File: src/rtl/write_demux_1_32_if.sv
// Write-port bundle between the write-back stage, write_demux_1_32 and the
// register file: upstream valid/ready write request, downstream one-hot
// enable/data, and the buffer occupancy.
interface write_demux_1_32_if #(
    parameter int DATA_W = 64,
    parameter int ADDR_W = 5
);
    localparam int NUM_REG = 2 ** ADDR_W;

    logic                in_valid;
    logic                in_ready;
    logic [ADDR_W-1:0]   in_addr;
    logic [DATA_W-1:0]   in_data;
    logic                out_valid;
    logic                out_ready;
    logic [NUM_REG-1:0]  out_en;
    logic [ADDR_W-1:0]   out_addr;
    logic [DATA_W-1:0]   out_data;
    logic [1:0]          occupancy;

    // Write-back stage / register-file side that drives requests and consumes heads
    modport master (
        output in_valid, in_addr, in_data, out_ready,
        input  in_ready, out_valid, out_en, out_addr, out_data, occupancy
    );

    // Demultiplexer side
    modport slave (
        input  in_valid, in_addr, in_data, out_ready,
        output in_ready, out_valid, out_en, out_addr, out_data, occupancy
    );
endinterface

File: src/rtl/write_demux_1_32.sv
// Register-file write-port demultiplexer: a two-entry skid buffer (main/skid)
// whose head drives a one-hot write-enable vector plus address and data.
// in_ready is decoded from registered state only, so there is no
// combinational path from out_ready to in_ready.
// Optional feature macro: WRITE_DEMUX_ZERO_REG_EN -- when defined, the top
// register (X31/XZR) never gets a write enable, although the transaction is
// still buffered and drained with normal handshake timing.
module write_demux_1_32 #(
    parameter int DATA_W = 64,
    parameter int ADDR_W = 5
) (
    input  logic              clk,
    input  logic              reset_n,
    write_demux_1_32_if.slave bus
);
    localparam int NUM_REG = 2 ** ADDR_W;

    // EMPTY: nothing buffered; ONE: main valid; FULL: main and skid valid
    typedef enum logic [1:0] {
        ST_EMPTY = 2'd0,
        ST_ONE   = 2'd1,
        ST_FULL  = 2'd2
    } state_t;

    state_t            state;
    state_t            state_nxt;
    logic              main_vld;
    logic              skid_vld;
    logic              accept;
    logic              drain;
    logic              load_main_in;
    logic              load_main_skid;
    logic              load_skid;
    logic [ADDR_W-1:0] main_addr;
    logic [DATA_W-1:0] main_data;
    logic [ADDR_W-1:0] skid_addr;
    logic [DATA_W-1:0] skid_data;

    // One-hot decode of the head address, gated by head valid. The enable is
    // a shallow function of registered state only, so it settles early in the
    // cycle and the register file samples it at the following edge.
    function automatic logic [NUM_REG-1:0] decode_en(input logic              vld,
                                                     input logic [ADDR_W-1:0] addr);
        logic [NUM_REG-1:0] en;
        en = '0;
        if (vld) begin
            en[addr] = 1'b1;
        end
`ifdef WRITE_DEMUX_ZERO_REG_EN
        if (&addr) begin
            en = '0;
        end
`endif
        return en;
    endfunction

    assign main_vld = (state != ST_EMPTY);
    assign skid_vld = (state == ST_FULL);
    assign accept   = bus.in_valid & ~skid_vld;
    assign drain    = main_vld & bus.out_ready;

    // Buffer state register
    always_ff @(posedge clk or negedge reset_n) begin
        if (!reset_n) begin
            state <= ST_EMPTY;
        end else begin
            state <= state_nxt;
        end
    end

    // Next state and entry load enables from accept/drain
    always_comb begin
        state_nxt      = state;
        load_main_in   = 1'b0;
        load_main_skid = 1'b0;
        load_skid      = 1'b0;
        case (state)
            ST_EMPTY: begin
                if (accept) begin
                    load_main_in = 1'b1;
                    state_nxt    = ST_ONE;
                end
            end
            ST_ONE: begin
                if (accept && drain) begin
                    load_main_in = 1'b1;
                end else if (accept) begin
                    load_skid = 1'b1;
                    state_nxt = ST_FULL;
                end else if (drain) begin
                    state_nxt = ST_EMPTY;
                end
            end
            ST_FULL: begin
                if (drain) begin
                    load_main_skid = 1'b1;
                    state_nxt      = ST_ONE;
                end
            end
            default: begin
                state_nxt = ST_EMPTY;
            end
        endcase
    end

    // Main (head) entry; keeps its contents after draining so out_data holds
    always_ff @(posedge clk or negedge reset_n) begin
        if (!reset_n) begin
            main_addr <= '0;
            main_data <= '0;
        end else if (load_main_in) begin
            main_addr <= bus.in_addr;
            main_data <= bus.in_data;
        end else if (load_main_skid) begin
            main_addr <= skid_addr;
            main_data <= skid_data;
        end
    end

    // Skid entry captures the input only when the head is stalled
    always_ff @(posedge clk or negedge reset_n) begin
        if (!reset_n) begin
            skid_addr <= '0;
            skid_data <= '0;
        end else if (load_skid) begin
            skid_addr <= bus.in_addr;
            skid_data <= bus.in_data;
        end
    end

    assign bus.in_ready  = ~skid_vld;
    assign bus.out_valid = main_vld;
    assign bus.out_addr  = main_addr;
    assign bus.out_data  = main_data;
    assign bus.out_en    = decode_en(main_vld, main_addr);
    assign bus.occupancy = {1'b0, main_vld} + {1'b0, skid_vld};

endmodule

File: src/flat_wrapper.sv
// flat-port wrapper written by rule: the top's interface ports become plain ports
module write_demux_1_32_flat 
#(
    parameter int DATA_W = 64,
    parameter int ADDR_W = 5
)
  (clk, reset_n, bus_in_valid, bus_in_addr, bus_in_data, bus_out_ready, bus_in_ready, bus_out_valid, bus_out_en, bus_out_addr, bus_out_data, bus_occupancy);
  write_demux_1_32_if #(.DATA_W(DATA_W), .ADDR_W(ADDR_W)) bus_i ();
  input  logic clk;
  input  logic reset_n;
  input wire logic [$bits(bus_i.in_valid)-1:0] bus_in_valid;
  input wire logic [$bits(bus_i.in_addr)-1:0] bus_in_addr;
  input wire logic [$bits(bus_i.in_data)-1:0] bus_in_data;
  input wire logic [$bits(bus_i.out_ready)-1:0] bus_out_ready;
  output wire logic [$bits(bus_i.in_ready)-1:0] bus_in_ready;
  output wire logic [$bits(bus_i.out_valid)-1:0] bus_out_valid;
  output wire logic [$bits(bus_i.out_en)-1:0] bus_out_en;
  output wire logic [$bits(bus_i.out_addr)-1:0] bus_out_addr;
  output wire logic [$bits(bus_i.out_data)-1:0] bus_out_data;
  output wire logic [$bits(bus_i.occupancy)-1:0] bus_occupancy;
  assign bus_i.in_valid = bus_in_valid;
  assign bus_i.in_addr = bus_in_addr;
  assign bus_i.in_data = bus_in_data;
  assign bus_i.out_ready = bus_out_ready;
  assign bus_in_ready = bus_i.in_ready;
  assign bus_out_valid = bus_i.out_valid;
  assign bus_out_en = bus_i.out_en;
  assign bus_out_addr = bus_i.out_addr;
  assign bus_out_data = bus_i.out_data;
  assign bus_occupancy = bus_i.occupancy;
  write_demux_1_32 #(.DATA_W(DATA_W), .ADDR_W(ADDR_W)) u_core (.clk(clk), .reset_n(reset_n), .bus(bus_i));
endmodule
File: config.mk
export PLATFORM = sky130hd
export DESIGN_NAME = write_demux_1_32_flat
export DESIGN_NICKNAME = d
export VERILOG_FILES = /design/src/rtl/write_demux_1_32_if.sv /design/src/rtl/write_demux_1_32.sv /design/src/flat_wrapper.sv
export SDC_FILE = /design/constraint.sdc
export NUM_CORES = 1
export LEC_CHECK = 0
export ABC_AREA = 0
export BUFFER_PORTS_ARGS = -buffer_cell sky130_fd_sc_hd__clkbuf_2
export CORE_MARGIN = 1.5
export CORE_UTILIZATION = 45
export DETAILED_ROUTE_END_ITERATION = 12
export PLACE_DENSITY_LB_ADDON = 0.25
export SETUP_SLACK_MARGIN = 0.15
export SLEW_MARGIN = 5
export SYNTH_ARGS = -nofsm -noshare
export SYNTH_HDL_FRONTEND = slang
export SYNTH_SLANG_ARGS = --single-unit
File: constraint.sdc
create_clock -name clk -period 5.3 [get_ports clk]
set_clock_uncertainty 0.1 [all_clocks]
set_input_delay 0.795 -clock clk [delete_from_list [all_inputs] [get_ports clk]]
set_output_delay 0.795 -clock clk [all_outputs]
set_load 0.005 [all_outputs]
==> flow_summary_export.csv, run 1 <==
group,metric,value,unit
routing,ant_nets,0,
sta,slew_headroom,0.366,
flow_run,drv_cap,0,
floorplanning,die_area,15700,sq um
pwr,irDropWorstVdd,268,uV
floorplanning,die_x,125,microns
floorplanning,initial_utilization,0.463,
floorplanning,fp.dieH,125,microns
sta,slew_violations,0,
worst_setup_path,crit_arrival,2.73,ns
sta,fin_ws,1.68,ns
routing,via_per_inst,5.96,
pwr,power_density,471,nW/um^2
synthesis,synth_edf_count,0,
worst_setup_path,end_kind,"primary output",
synthesis,ys_types,26,
sta,period_share,0.683,
synthesis,ys_async_sr_fraction,1.00,
sta,fmax,276,MHz
clock_network,cts_hold_buf,0,
worst_setup_path,worst-path-buf-inv,3,
clock_network,cts_sinks,140,
synthesis,synth.area.top_cells,"dfrtp_1, o221a_2, o32a_1",
routing,drc,0,
clock_network,worstSkewPairLatency,0.41,ns
floorplanning,core,14500,sq um
synthesis,yosys_warnings,0,
global_routing,grt_antenna_before_repair,0,
routing,wire_per_inst,19.3,microns
synthesis,yosysTopAreaCellShare,0.521,
floorplanning,rows,44,
global_routing,overflow,0,
clock_network,cts_setup_buffers,0,
sta,finalHoldViolCount,0,
worst_setup_path,cp_top_family,"buffers and inverters",
hold_path,hold_class,"input port to asynchronous set/reset pin",
layout,final_core_util,0.570,
routing,dr.pass1.iters,4,
routing,routed_wl,17000,microns
placement,post-dp-hpwl,10800,microns
synthesis,ys_dominant_reg_cell,"dfrtp_1",
sta,finalCriticalPeriod,3.62,ns
synthesis,ys_ff_latch,140,
clock_network,clk_pin_slew_worst_paths,0.06,ns
sta,tightestPinTransition,0.951,ns
sta,grt_setup_unrepaired,"false",
synthesis,synth_seq_area_share,0.521,
global_routing,grt_pass1_wl,28300,microns
global_routing,track_usage,0.224,
status,outcome,"finished, final reports clean",
sta,holdWs,0.343,ns
layout,fin_nets,754,
clock_network,numCtsBuffers,17,
synthesis,synth.most_common_cell,"dfrtp_1",
worst_setup_path,setup.worst_path.start_class,"flop",
worst_setup_path,critPathMaxFanout,44,
worst_setup_path,critPathKind,"flop to primary output",
global_routing,grt_pass1_vias,5403,
synthesis,synth_top_area_cell,"dfrtp_1",
placement,pre_cts_ws,1.82,ns
layout,synthToLayoutAreaGrowth,23.3,%
clock_network,htreeDepth,4,
worst_setup_path,crit_chain,"buf_4, nor2b_1, inv_2, clkbuf_2",
floorplanning,io-pin-count,178,
worst_setup_path,cp_slowest_stage_delay,0.97,ns
routing,drt_iter0_markers,316,
worst_setup_path,timing.rr.start,"u_core.state[0]",
placement,port_buffers,177,
worst_setup_path,required,4.41,ns
pwr,leakage,3.53,nW
synthesis,mappedNetlistArea,6720,sq um
placement,gp_congestion,0.826,
worst_setup_path,r2r_end,"u_core.bus.out_data[37]",
pwr,power,0.00390,W
worst_setup_path,r2r_slack,2.11,ns
global_routing,grt_max_degree,97,
clock_network,cts_tree,"done",
clock_network,clock_path_buffers,2,
clock_network,cts_resized,0,
synthesis,syn_inst,534,
sta,finalSetupTns,0,ns
synthesis,syn-num-nets,607,
synthesis,avgSynthCellArea,12.6,sq um
routing,vias,5229,
worst_setup_path,reg2reg_depth,6,
clock_network,cts-root-buf,"clkbuf_16",
worst_setup_path,crit_slowest_cell,"dfrtp_2",
layout,drive_gt1_frac,0.509,
synthesis,netlist_top_cells_count,"dfrtp_1, nand2b_1, o221a_2, o32a_1, mux2_2",
layout,diodes,0,
sta,setup_viol,0,
==> cell usage in the layout, fill, tap and decap left out, types with 3 or more instances in the layout <==
master,instances
bufinv_16,3
clkbuf_2,176
clkinv_2,6
or3b_2,3
nor2_1,33
mux2_2,59
mux2_1,10
buf_4,9
nand3b_1,8
mux2i_1,4
a21oi_1,3
dfrtp_1,139
nand2b_1,67
o221a_2,67
o32a_1,67
clkbuf_16,17
==> cells by family after synthesis <==
kind of cell,after synthesis,synth area share
AND/OR/NAND/NOR,123,0.105
flip-flops,140,0.521
AO/OA/AOI/OAI,139,0.216
multiplexers,73,0.122
buffers and inverters,59,0.0370
==> metal layers <==
layer  vias up  routed length [microns]  GRT usage
met5         -                        0          0
met4         0                      300     0.0709
met3        26                      818     0.0501
met2       187                     8310      0.376
met1      2648                     7550      0.289
li1       2368                        -          -
==> cell type report <==
| class | count | area, sq um |
|---|---|---|
| sequential | 140 | 3500 |
| clock buffer | 20 | 457 |
| inverter | 1 | 3.75 |
| multi-input combinational | 335 | 2990 |
| clock inverter | 12 | 144 |
| tap | 184 | 230 |
| timing repair buffer | 186 | 960 |
| fill | 1252 | 6240 |
==> worst max path at each step <==
stage | startpoint | to | slack (ns) | cells past startpoint
final | u_core.state[0] | bus_in_ready | 1.68 | 4
after global routing | u_core.state[0] | bus_in_ready | 1.56 | 4
after CTS | u_core.state[0] | bus_in_ready | 1.70 | 4
after detailed placement | bus_out_ready | u_core.bus.out_data[27] | 1.82 | 6
after global placement | bus_out_ready | u_core.bus.out_data[35] | 1.90 | 6
after floorplan | u_core.state[1] | bus_out_en[0] | 2.96 | 5
==> stage by stage <==
stage | cell area (sq um) | cells
6_report | 8290 | 878
3_5_place_dp | 7690 | 846
3_3_place_gp | 7690 | 846
2_1_floorplan | 6720 | 534
5_1_grt | 8290 | 878
4_1_cts | 8290 | 878
==> report_power, final <==
group	switching, W	total (W)	internal (W)
Sequential	0.000236	0.00167	0.00144
Combinational	0.000431	0.00103	0.000603
Clock	0.000437	0.00120	0.000760
Total	0.00110	0.00390	0.00280
==> sequential cells by signal, indices dropped and copies added, names as in the netlist <==
| signal | count |
|---|---|
| u_core.state | 2 |
| u_core.skid_addr | 5 |
| u_core.bus.out_data | 64 |
| u_core.skid_data | 64 |
| u_core.bus.out_addr | 5 |
Note: power is estimated with default switching activity, not from simulation.
==> inputs of run 2 (changes only) <==
Clock period 5.3 ns to 3.2 ns, I/O delays scaled along.
==> flow_summary_export.csv, run 2 (synthesized netlist as in run 1, its figures left out) <==
group,metric,value,unit
sta,finalCriticalPeriod,2.55,ns
pwr,leakage,3.54,nW
worst_setup_path,critPathMaxFanout,8,
clock_network,worstSkewPairLatency,0.42,ns
clock_network,cts_sinks,140,
clock_network,clk_pin_slew_worst_paths,0.06,ns
global_routing,grt.met2_usage,0.360,
worst_setup_path,end_kind,"primary output",
layout,multi_input_area,2990,sq um
clock_network,clock_path_buffers,2,
floorplanning,die_area,15700,sq um
global_routing,met3_usage,0.0458,
floorplanning,fp.dieH,125,microns
layout,seq_area,3500,sq um
flow_run,drv_cap,0,
sta,finalHoldViolCount,0,
clock_network,numCtsBuffers,17,
clock_network,cts_setup_buffers,0,
clock_network,cts-root-buf,"clkbuf_16",
clock_network,htreeDepth,4,
global_routing,track_usage,0.221,
layout,nFillCells,1247,
clock_network,cts_resized,0,
floorplanning,die_x,125,microns
sta,grt_setup_unrepaired,"false",
layout,drive_gt1_frac,0.512,
routing,ant_nets,0,
routing,vias,5286,
global_routing,busiest_layer,"met2",
worst_setup_path,crit_arrival,1.97,ns
layout,final_core_util,0.571,
routing,dr.pass1.iters,5,
worst_setup_path,timing.rr.start,"u_core.state[0]",
layout,layout_common_cells,"clkbuf_2, dfrtp_1, nand2b_1, o32a_1, o221a_2",
floorplanning,io-pin-count,178,
sta,slew_headroom,0.468,
routing,routed_wl,17000,microns
worst_setup_path,reg2reg_depth,4,
floorplanning,rows,44,
sta,slew_violations,0,
pwr,switchingPower,0.00185,W
global_routing,grt_pass1_wl,27700,microns
layout,fin_nets,757,
pwr,p_comb_frac,0.274,
floorplanning,core,14500,sq um
placement,post-dp-hpwl,10800,microns
layout,layout_commonest_cell,"clkbuf_2",
global_routing,grt_max_degree,87,
placement,port_buffers,177,
worst_setup_path,critPathKind,"flop to primary output",
sta,holdWs,0.0296,ns
global_routing,use_met1,0.292,
pwr,switching_share,0.289,
clock_network,cts_hold_buf,0,
routing,via_per_inst,6.00,
sta,tightestPinTransition,0.798,ns
global_routing,grt_pass1_vias,5257,
worst_setup_path,r2r_slack,0.88,ns
pwr,seqPwrFrac,0.426,
global_routing,overflow,0,
sta,finalSetupTns,0,ns
placement,gp_congestion,0.773,
worst_setup_path,r2r_end,"u_core.bus.out_data[9]",
global_routing,grt_antenna_before_repair,0,
pwr,irDropWorstVdd,403,uV
worst_setup_path,setup.worst_path.start_class,"flop",
pwr,clock_power_share,0.301,
clock_network,cts_tree,"done",
worst_setup_path,required,2.62,ns
pwr,internal_power,0.00456,W
status,outcome,"finished, final reports clean",
routing,wire_per_inst,19.3,microns
pwr,power_density,773,nW/um^2
routing,drt_iter0_markers,447,
sta,period_share,0.796,
routing,drc,0,
sta,fmax,393,MHz
layout,synthToLayoutAreaGrowth,23.5,%
sta,setup_viol,0,
hold_path,hold_class,"input port to asynchronous set/reset pin",
layout,diodes,0,
floorplanning,initial_utilization,0.463,
==> run 2: cell type report <==
class / instances / share of cell area
clock inverters: 13 / 0.0149
repair buffers: 189 / 0.120
multi-input cells: 335 / 0.360
clock buffers: 19 / 0.0546
inverters: 1 / 0.000452
flip-flops and latches: 140 / 0.422
well taps: 184 / 0.0277
==> run 2: per-layer routing <==
layer,part of all wire,routed length [microns]
met5,0,0
met4,0.015,256
met3,0.045,758
met2,0.49,8240
met1,0.45,7720
==> run 2: through the flow <==
| stage | worst slack [ns] | total power (W) | area (sq um) | instances |
|---|---|---|---|---|
| global placement | 0.806 | 0.00443 | 7720 | 849 |
| global route | 0.523 | 0.00677 | 8300 | 881 |
| finish | 0.653 | 0.00642 | 8300 | 881 |
| detailed placement | 0.700 | 0.00452 | 7720 | 849 |
| floorplan | 1.18 | 0.00383 | 6720 | 534 |
| CTS | 0.633 | 0.00646 | 8300 | 881 |
==> run 2: worst max-delay path by stage <==
stage                          from                      end  slack [ns]  depth (start not counted)
floorplan           u_core.state[1]            bus_out_en[0]        1.18                          5
global placement      bus_out_ready   u_core.bus.out_data[8]        0.81                          6
detailed placement    bus_out_ready  u_core.bus.out_data[50]        0.70                          6
CTS                 u_core.state[1]            bus_out_en[0]        0.63                          4
global route        u_core.state[1]            bus_out_en[0]        0.52                          4
finish              u_core.state[1]            bus_out_en[0]        0.65                          4
==> run 2: power by group through the flow <==
stage          Clock (W)  Combinational (W)  Sequential [W]
6_report         0.00193            0.00176         0.00273
5_1_grt          0.00204            0.00192         0.00281
4_1_cts          0.00196            0.00178         0.00273
3_5_place_dp           0            0.00176         0.00275
3_3_place_gp           0            0.00171         0.00272
2_1_floorplan          0            0.00117         0.00266
==> run 2: critical path, stage by stage (launching register included) <==
cell and delay (ns):
dfrtp_1 0.46, or2_2 0.22, or3b_2 0.57, nor2_1 0.17, clkbuf_2 0.13
